<file path="src/rtl/rs232_rx.sv">
// rtl/rs232_rx.sv - UART/RS232 serial receiver with oversampled bit timing
//
// Deserialises an asynchronous rx line into parallel words. Frame format:
// 1 start bit, DATA_BITS data bits LSB first, optional parity bit, 1 stop bit.
//
// Ports:
//   clk        system clock
//   rst        asynchronous, active-high reset
//   clk_os_en  oversample strobe, one clk wide, at OS_RATE x baud
//   rx         serial line, asynchronous to clk, idle high
//   rx_data    last good received word, held until the next good frame
//   rx_valid   1-clk pulse, rx_data updated
//   frame_err  1-clk pulse, stop bit sampled 0
//   parity_err 1-clk pulse, parity mismatch
//   busy       high whenever the receiver is not idle

module rs232_rx #(
   parameter int DATA_BITS  = 8,
   parameter int OS_RATE    = 16,
   parameter int PARITY_EN  = 0,
   parameter int PARITY_ODD = 0
) (
   input  logic                 clk,
   input  logic                 rst,
   input  logic                 clk_os_en,
   input  logic                 rx,
   output logic [DATA_BITS-1:0] rx_data,
   output logic                 rx_valid,
   output logic                 frame_err,
   output logic                 parity_err,
   output logic                 busy
);

   localparam int OS_W  = $clog2(OS_RATE);
   localparam int BIT_W = $clog2(DATA_BITS + 1);

   localparam logic [OS_W-1:0]  OS_HALF  = OS_W'(OS_RATE / 2 - 1);
   localparam logic [OS_W-1:0]  OS_LAST  = OS_W'(OS_RATE - 1);
   localparam logic [BIT_W-1:0] BIT_LAST = BIT_W'(DATA_BITS - 1);
   localparam logic             HAS_PAR  = (PARITY_EN != 0);
   localparam logic             ODD      = (PARITY_ODD != 0);

   localparam logic [2:0] IDLE   = 3'd0;
   localparam logic [2:0] START  = 3'd1;
   localparam logic [2:0] DATA   = 3'd2;
   localparam logic [2:0] PARITY = 3'd3;
   localparam logic [2:0] STOP   = 3'd4;

   logic [2:0]           state;
   logic                 sync1;
   logic                 rxs;
   logic [OS_W-1:0]      os_cnt;
   logic [BIT_W-1:0]     bit_cnt;
   logic [DATA_BITS-1:0] shreg;
   logic                 par_bad;

   assign busy = (state != IDLE);

   // Two-flop synchroniser; resets to the idle (high) line level so that
   // reset release never looks like a start edge.
   always_ff @(posedge clk or posedge rst) begin
      if (rst) begin
         sync1 <= 1'b1;
         rxs   <= 1'b1;
      end else begin
         sync1 <= rx;
         rxs   <= sync1;
      end
   end

   always_ff @(posedge clk or posedge rst) begin
      if (rst) begin
         state      <= IDLE;
         os_cnt     <= '0;
         bit_cnt    <= '0;
         shreg      <= '0;
         par_bad    <= 1'b0;
         rx_data    <= '0;
         rx_valid   <= 1'b0;
         frame_err  <= 1'b0;
         parity_err <= 1'b0;
      end else begin
         // Pulses are cleared every clk, not every tick, so each is exactly
         // one clk wide.
         rx_valid   <= 1'b0;
         frame_err  <= 1'b0;
         parity_err <= 1'b0;

         if (clk_os_en) begin
            case (state)
               IDLE: begin
                  if (!rxs) begin
                     state  <= START;
                     os_cnt <= '0;
                  end
               end

               START: begin
                  if (os_cnt == OS_HALF) begin
                     if (rxs) begin
                        state <= IDLE;
                     end else begin
                        state   <= DATA;
                        os_cnt  <= '0;
                        bit_cnt <= '0;
                        par_bad <= 1'b0;
                     end
                  end else begin
                     os_cnt <= os_cnt + 1'b1;
                  end
               end

               // From here on, samples land one full bit after the mid-start
               // sample, i.e. in the middle of each following bit.
               DATA: begin
                  os_cnt <= os_cnt + 1'b1;
                  if (os_cnt == OS_LAST) begin
                     shreg   <= {rxs, shreg[DATA_BITS-1:1]};
                     bit_cnt <= bit_cnt + 1'b1;
                     if (bit_cnt == BIT_LAST)
                        state <= HAS_PAR ? PARITY : STOP;
                  end
               end

               PARITY: begin
                  os_cnt <= os_cnt + 1'b1;
                  if (os_cnt == OS_LAST) begin
                     par_bad <= ((^shreg) ^ rxs) != ODD;
                     state   <= STOP;
                  end
               end

               STOP: begin
                  os_cnt <= os_cnt + 1'b1;
                  if (os_cnt == OS_LAST) begin
                     state <= IDLE;
                     if (!rxs)
                        frame_err <= 1'b1;
                     if (par_bad)
                        parity_err <= 1'b1;
                     if (rxs && !par_bad) begin
                        rx_data  <= shreg;
                        rx_valid <= 1'b1;
                     end
                  end
               end

               default: state <= IDLE;
            endcase
         end
      end
   end

endmodule
</file>
<file path="config.mk">
export PLATFORM = sky130hd
export DESIGN_NAME = rs232_rx
export DESIGN_NICKNAME = d
export VERILOG_FILES = /design/src/rtl/rs232_rx.sv
export SDC_FILE = /design/constraint.sdc
export NUM_CORES = 1
export LEC_CHECK = 0
export CORE_UTILIZATION = 59
export CTS_BUF_LIST = sky130_fd_sc_hd__clkbuf_16
export CTS_CLUSTER_DIAMETER = 80
export DETAILED_ROUTE_END_ITERATION = 8
export MAX_ROUTING_LAYER = met4
export PLACE_DENSITY = 0.82
export SYNTH_ARGS = -nofsm -noshare
export SYNTH_HDL_FRONTEND = slang
export SYNTH_SLANG_ARGS = --single-unit
</file>
<file path="constraint.sdc">
create_clock -name clk -period 6.62 [get_ports clk]
set_clock_uncertainty 0.2 [all_clocks]
set_input_delay 1.986 -clock clk [delete_from_list [all_inputs] [get_ports clk]]
set_output_delay 1.986 -clock clk [all_outputs]
set_load 0.05 [all_outputs]
</file>
### After elaboration in Yosys (flattened, before gate mapping)

Index checks and enable logic that the tools add are counted.

| storage, ports and cells | value |
|---|---|
| output and inout bits | 12 |
| bits in registers | 33 |
| input bits | 4 |

| cells by class | value |
|---|---|
| equal/unequal tests | 14 |
| reduce and logical (&&, ||, !) cells | 15 |
| bitwise gates (word level) | 1 |
| mux-type cells | 31 |
| add/sub/neg operators | 2 |

Operators by type and width:

| kind | number |
|---|---|
| $mux 4 | 5 |
| $mux 3 | 6 |
| $mux 1 | 15 |
| $pmux 3 s5 | 1 |
| $ne 2x2->1 const B | 7 |
| $pmux 4 s3 | 1 |
| $reduce_and 5->1 | 2 |
| $add 4x1->4 const B | 2 |
| $eq 4x3->1 const B | 2 |
| $pmux 4 s2 | 1 |
| $reduce_xor 8->1 | 1 |
| $reduce_and 7->1 | 1 |
| $eq 3x2->1 const B | 2 |
| $reduce_bool 3->1 | 2 |
| $eq 4x4->1 const B | 1 |
| $reduce_and 4->1 | 1 |
| $reduce_bool 2->1 | 2 |
| $eq 3x1->1 const B | 1 |
| $eq 3x3->1 const B | 1 |
| $logic_not 3->1 | 1 |
| $reduce_and 3->1 | 1 |
| $reduce_or 3->1 | 1 |
| $mux 2 | 1 |
| $pmux 1 s2 | 1 |
| 4 further kinds | 4 |

### Longest topological paths before layout

Gate-level depths: netlist (run 1).

| logic depth | value |
|---|---|
| word-level depth | 6 |
| mapped depth | 5 |

### Least setup slack after synthesis (run 1)

No wires, ideal clock.

| timing | value |
|---|---|
| path kind | input to register |
| start point | in clk_os_en |
| end point | reg rx_data[0] |
| path slack | 3.225 ns |
| data required time | 6.295 ns |
| cell stages on the path | 4 |
| path buffers | 0 |
| setup time | 0.125 ns |
| arrival | 3.070 ns |
| cells stage by stage | inv_1 or3_4 nor3_4 mux2_2 |

| between the ends | value |
|---|---|
| cells in the longest elaborated chain, start to end | 1 |

RTL lines:

| item | RTL line | source |
|---|---|---|
| from (decl) | 25 | `input logic clk_os_en,` |
| $reduce_and 4->1 (no source line) | n/a |  |
| to (signal assigned) | 142 | `rx_data <= shreg;` |
| to (decl) | 27 | `output logic [DATA_BITS-1:0] rx_data,` |

No other way between the ends.
A chain may end at the register's enable or synchronous reset.

### Worst setup path after layout (run 1)

| timing | value |
|---|---|
| start point | reg state[2] |
| end point | out busy |

| between the ends | value |
|---|---|
| cells in the longest elaborated chain, start to end | 1 |

RTL lines:

| item | RTL line | source |
|---|---|---|
| from (decl) | 49 | `logic [2:0] state;` |
| from (signal assigned) | 121 | `state <= HAS_PAR ? PARITY : STOP;` |
| $reduce_bool 3->1 | 57 | `assign busy = (state != IDLE);` |
| to (decl) | 31 | `output logic busy` |

No other way between the ends.

==> results of run 1 <==
## per-stage QoR
step	instance area (sq um)	util (%)	setup slack [ns]	power (uW)
final	1922	76.19	2.502	605.1
after global routing	1922	76.19	2.426	626.5
after CTS	1922	76.19	2.510	607.0
after detailed placement	1759	69.74	2.304	352.9
after global placement	1759	69.74	2.358	345.4
after floorplan	1590	-	3.225	329.2
## flip-flops by register name, indices dropped and copies added (netlist names)
signal	count
bit_cnt	4
frame_err	1
os_cnt	4
par_bad	1
parity_err	1
rx_data	8
rx_valid	1
rxs	1
shreg	8
state	3
sync1	1
## routing by layer
metal / wire length (um) / share of wire (%) / vias to the layer above
met3: 180 / 5.7 / 10
met1: 1407 / 45 / 563
met5: 0 / 0 / -
li1: - / - / 537
met4: 70 / 2.2 / 0
met2: 1479 / 47 / 53
## cell families (layout without fill, tap and decap cells)
family | Yosys count | after routing | synth area share [%]
XOR/XNOR | 7 | 7 | 4.721
adder cells (fa/ha/maj) | 2 | 2 | 1.573
AND/OR/NAND/NOR | 35 | 35 | 13.69
buffers and inverters | 11 | 30 | 3.068
flip-flops | 33 | 33 | 52.08
multiplexers | 16 | 16 | 11.33
AO/OA/AOI/OAI | 32 | 32 | 13.53
## cells in the mapped netlist, drive strengths merged
| library cell | count |
|---|---|
| nor4b | 1 |
| nand2b | 2 |
| o21ai | 8 |
| o211ai | 3 |
| or4 | 2 |
| o2bb2ai | 1 |
| or3 | 2 |
| nor3 | 5 |
| dfstp | 2 |
| o31ai | 3 |
| o211a | 1 |
| dfrtp | 31 |
| a22o | 1 |
| a21oi | 5 |
| mux2 | 16 |
| xnor2 | 6 |
| a31oi | 4 |
| clkbuf | 4 |
| o41ai | 1 |
| nand3 | 3 |
| a21o | 2 |
| or2b | 1 |
| or3b | 1 |
| and3 | 2 |
| a41oi | 1 |
| nor2 | 6 |
| nand3b | 1 |
| a32o | 2 |
| inv | 6 |
| nand2 | 5 |
| and3b | 1 |
| or2 | 2 |
| ha | 2 |
| nor2b | 1 |
| buf | 1 |
| xnor3 | 1 |
## layout by cell type (no fill, tap or decap), drive strengths merged, types with 2 or more instances in the layout
cell	instances
xnor2	6
o31ai	3
dfstp	2
a21oi	5
nand2b	2
a32o	2
mux2	16
o21ai	8
dfrtp	31
a21o	2
nor2	6
ha	2
inv	7
or2	2
nand3	3
a31oi	4
clkbuf	5
clkdlybuf4s50	15
or4	2
and3	2
nor3	5
or3	2
o211ai	3
nand2	5
## power breakdown
group	internal, uW	switching, uW
logic	44.8	64.5
registers	220	24.9
clock network	174	76.9
total	439	166
## area by class of cell
type	count	area, sq um	share of cell area [%]
Clock buffer	5	125.1	6.510
Clock inverter	3	37.54	1.953
Inverter	6	22.52	1.172
Multi-Input combinational cell	92	713.2	37.11
Sequential cell	33	828.3	43.10
Tap cell	30	37.54	1.953
Timing Repair Buffer	16	157.7	8.203
## how the worst max path moves through the flow
stage          startpoint         end  cells after the start
3_3_place_gp    clk_os_en  rx_data[5]                      5
3_5_place_dp    clk_os_en  rx_data[0]                      5
6_report         state[2]        busy                      2
2_1_floorplan   clk_os_en  rx_data[0]                      4
5_1_grt         clk_os_en  rx_data[0]                      5
4_1_cts          state[1]        busy                      2
==> results.py, run 1 <==
metrics = {
    "synth": {
        "post-synth-top-area-fraction_pct": 48.78,
        "syn_inst": 136,
        "avgSynthCellArea_sq_um": 11.69,
        "syn_area_sq_mm": 0.001590,
        "synth-seq-area-share_pct": 52.08,
        "synth_fp_nets": 142,
        "yosysWarnings": 0,
        "synthTopCellsByArea": "dfrtp_1 (49%), mux2_2 (11%), dfstp_2 (3.3%)",
        "synth_top_area_cell": "dfrtp_1",
        "synth.distinct_cells": 39,
        "synth-seq-cells": 33,
    },
    "global_routing": {
        "track_usage_pct": 24.98,
        "antenna_found_initial": 0,
        "grt_pass1_wl_mm": 4.823,
        "grt_max_degree": 34,
        "grt_overflow_total": 0,
        "use_met1_pct": 32.06,
        "grt_use_met2_pct": 36.01,
        "grt.met3_usage_pct": 5.085,
        "grt_pass1_vias": 1043,
        "busiest_layer": "met2",
    },
    "setup_path": {
        "crit_chain": "or3_1, clkdlybuf4s50_1",
        "critical_path_class": "reg -> out",
        "crit_slowest_cell": "clkdlybuf4s50_1",
        "startpoint_type": "register",
        "cpPeakStageDelay_ns": 0.72,
        "timing.rr.end": "rx_data[0]",
        "end_kind": "output pin",
        "cpLargestDelayFamily": "buffers and inverters",
        "cp_num_buf_inv": 1,
        "path_max_fanout": 13,
        "crit_arrival_ns": 1.93,
        "required_ns": 4.43,
        "rrSetupSlack_ns": 4.16,
        "timing.reg2reg.worst_path_depth": 4,
        "r2r-start": "state[2]",
    },
    "sta": {
        "max_freq_mhz": 242.8,
        "worst_hold_slack_ns": 0.1568,
        "finalCriticalPeriod_ns": 4.118,
        "setup_viol": 0,
        "maxSlewViolCount": 0,
        "worst_slew_pin_slew_ns": 0.9172,
        "rsz0062_at_grt": "no",
        "timing.final.crit_share_pct": 62.21,
        "fin_setup_tns_ns": 0,
        "slew_headroom_pct": 38.33,
        "finalHoldViolations": 0,
    },
    "cts": {
        "cts.hold.buffers_added": 0,
        "htree_levels": 2,
        "clock-root-buffer": "clkbuf_16",
        "cts_sinks": 33,
        "clockBufferDepth": 2,
        "insertion_delay_ns": 0.27,
        "cts.repair.resized": 0,
        "cts_made_buffers": 5,
        "cts_tree": "yes",
        "path_clk_slew_ns": 0.05,
        "post_cts_buffers": 0,
    },
    "worst_hold_path": {
        "hp-class": "reg -> reg",
        "hold-path-endpoint": "rxs",
        "hp-start": "sync1",
        "holdPathStages": 0,
    },
    "die": {
        "die-height_um": 53.92,
        "start_util_pct": 63.05,
        "core_sq_mm": 0.002522,
        "die_width_um": 53.92,
        "ios": 16,
        "die-area_sq_mm": 0.002907,
        "rows": 18,
    },
    "final_layout": {
        "n_antenna_cell": 0,
        "area_delta_synth_final_pct": 20.85,
        "fillCellCount": 161,
        "drive_gt1_share_pct": 20.00,
        "layoutNonFillerInstCount": 185,
        "nNetsFinal": 160,
    },
    "drt": {
        "drt-wirelength-per-cell_um": 16.95,
        "vias_per_cell": 6.286,
        "dr.pass1.iters": 4,
        "drc": 0,
        "wl_mm": 3.136,
        "drt_iter0_drc": 42,
        "vias": 1163,
        "ant_nets": 0,
    },
    "placed_design": {
        "place_inst": 177,
        "dp_hpwl_mm": 1.945,
        "portBuffers": 15,
        "gp_congestion": 0.8835,
    },
    "power_and_ir_drop": {
        "power_density_mw_per_mm2": 314.8,
        "power_leakage_uw": 0.0008765,
        "ir_worst_vdd_v": 0.0002646,
    },
    "run_status": {
        "status": "finished clean",
    },
    "flow_run": {
        "maxCapViolCount": 0,
    },
}
Power figures use the tool's default switching activity.
==> run 2: changes to the inputs <==
--- a/config.mk
+++ b/config.mk
@@ -5,12 +5,12 @@
 export SDC_FILE = /design/constraint.sdc
 export NUM_CORES = 1
 export LEC_CHECK = 0
-export CORE_UTILIZATION = 59
+export CORE_UTILIZATION = 55
 export CTS_BUF_LIST = sky130_fd_sc_hd__clkbuf_16
 export CTS_CLUSTER_DIAMETER = 80
 export DETAILED_ROUTE_END_ITERATION = 8
 export MAX_ROUTING_LAYER = met4
-export PLACE_DENSITY = 0.82
+export PLACE_DENSITY = 0.77
 export SYNTH_ARGS = -nofsm -noshare
 export SYNTH_HDL_FRONTEND = slang
 export SYNTH_SLANG_ARGS = --single-unit
==> constraint.sdc (replaced) <==
create_clock -name clk -period 4 [get_ports clk]
set_clock_uncertainty 0.2 [all_clocks]
set_input_delay 1.2 -clock clk [delete_from_list [all_inputs] [get_ports clk]]
set_output_delay 1.2 -clock clk [all_outputs]
set_load 0.05 [all_outputs]
==> run 2 against run 1 <==
Effect of this change:
- combinational power rose by 61%
- wire length fell by 6.9%
- critical path depth did not move
- critical path type unchanged
- largest cell class unchanged
- largest power group unchanged
==> results.py, run 2 (synthesized netlist as in run 1, its figures left out) <==
metrics = {
    "sta": {
        "timing.final.crit_share_pct": 83.40,
        "slew_headroom_pct": 43.12,
        "finalHoldViolations": 0,
        "worst_slew_pin_slew_ns": 0.8460,
        "setup_viol": 0,
        "maxSlewViolCount": 0,
        "fin_setup_tns_ns": 0,
        "final.setup.worst_slack_ns": 0.6639,
        "max_freq_mhz": 299.8,
        "rsz0062_at_grt": "no",
        "finalCriticalPeriod_ns": 3.336,
    },
    "placed_design": {
        "gp_congestion": 0.8266,
        "pre_cts_ws_ns": 0.7423,
        "dp_hpwl_mm": 2.007,
        "portBuffers": 15,
    },
    "cts": {
        "cts_sinks": 33,
        "cts.hold.buffers_added": 0,
        "cts.repair.resized": 0,
        "htree_levels": 2,
        "cts_tree": "yes",
        "clockBufferDepth": 2,
        "path_clk_slew_ns": 0.05,
        "post_cts_buffers": 0,
        "clock-root-buffer": "clkbuf_16",
        "insertion_delay_ns": 0.28,
        "cts_made_buffers": 5,
    },
    "setup_path": {
        "startpoint_type": "register",
        "crit_arrival_ns": 1.94,
        "path_max_fanout": 13,
        "end_kind": "output pin",
        "required_ns": 2.60,
        "critical_path_class": "reg -> out",
    },
    "drt": {
        "wl_mm": 2.919,
        "ant_nets": 0,
        "vias_per_cell": 5.973,
        "drt_iter0_drc": 28,
        "dr.pass1.iters": 4,
        "vias": 1123,
        "drc": 0,
        "drt-wirelength-per-cell_um": 15.53,
    },
    "final_layout": {
        "layout_common_cells": "dfrtp_1 (31), mux2_2 (16), clkdlybuf4s50_1 (15), o21ai_0 (8)",
        "reg_top3": "rx_data (8), shreg (8)",
        "nNetsFinal": 162,
        "area_delta_synth_final_pct": 22.11,
        "fillCellCount": 199,
        "multi_input_area_sq_um": 713.2,
        "layout_commonest_cell": "dfrtp_1",
        "n_antenna_cell": 0,
        "drive_gt1_share_pct": 21.66,
        "seq_area_sq_um": 828.3,
    },
    "run_status": {
        "status": "finished clean",
    },
    "power_and_ir_drop": {
        "ir_worst_vdd_v": 0.0004310,
        "power_leakage_uw": 0.0008816,
        "power_uw": 1005,
        "power_density_mw_per_mm2": 517.3,
    },
    "global_routing": {
        "grt_max_degree": 34,
        "grt_pass1_wl_mm": 4.974,
        "antenna_found_initial": 0,
        "grt_overflow_total": 0,
        "grt_pass1_vias": 1089,
        "track_usage_pct": 22.14,
    },
    "worst_hold_path": {
        "hp-class": "reg -> reg",
    },
    "die": {
        "ios": 16,
        "rows": 19,
        "die-height_um": 55.77,
        "start_util_pct": 57.67,
        "die_width_um": 55.77,
        "core_sq_mm": 0.002758,
        "die-area_sq_mm": 0.003110,
    },
    "flow_run": {
        "maxCapViolCount": 0,
    },
}
==> run 2: changes by cell type in the layout (fill, tap and decap cells not counted), sizes merged <==
cell,before,now
buf,1,3
clkinvlp,0,1
inv,7,6
==> run 2: metrics by stage <==
stage | instances | hold WS, ns | instance area [sq um] | util, %
floorplan | 136 | 0.1452 | 1590 | -
global placement | 180 | 0.1466 | 1775 | 64.38
detailed placement | 180 | 0.1498 | 1775 | 64.38
CTS | 188 | 0.1572 | 1942 | 70.42
global route | 188 | 0.1621 | 1942 | 70.42
finish | 188 | 0.1570 | 1942 | 70.42
==> run 2: worst paths after layout <==
| check | start | to | slack [ns] | cells past startpoint |
|---|---|---|---|---|
| worst max-delay path | state[2] | busy | 0.66 | 2 |
| worst min-delay path | sync1 | rxs | 0.16 | 0 |
| worst max register to register | state[2] | rx_data[6] | 1.57 | 4 |
| worst min register to register | sync1 | rxs | 0.16 | 0 |
| max in group asynchronous | rst | rxs | 2.17 | 3 |
| min in group asynchronous | rst | frame_err | 1.11 | 3 |
==> run 2: worst max-delay path, cell delays in order, from the launching register on <==
cell	delay, ns
dfrtp_1	0.50
or3_1	0.44
clkdlybuf4s50_1	0.72
==> run 2: final cells by class <==
type / count / share of cell area [%]
sequential: 33 / 42.65
multi-input combinational: 92 / 36.73
timing repair buffer: 18 / 8.892
clock buffer: 5 / 6.443
clock inverter: 3 / 2.126
tap: 31 / 1.997
inverter: 6 / 1.160
==> run 2: report_power, final <==
part | internal [uW] | leakage (uW) | total (uW) | switching, uW
Combinational | 75.0 | 0.000355 | 175 | 99.8
Clock | 291 | 0.0000775 | 429 | 138
Sequential | 363 | 0.000449 | 401 | 37.5
==> run 2: layer usage <==
layer  wire, um  part of all wire [%]  global-route usage [%]
met4         69                   2.4                   11.07
met3        114                   3.9                   7.209
met1       1271                    44                   27.80
met2       1463                    50                   32.36
met5          0                     0                       -
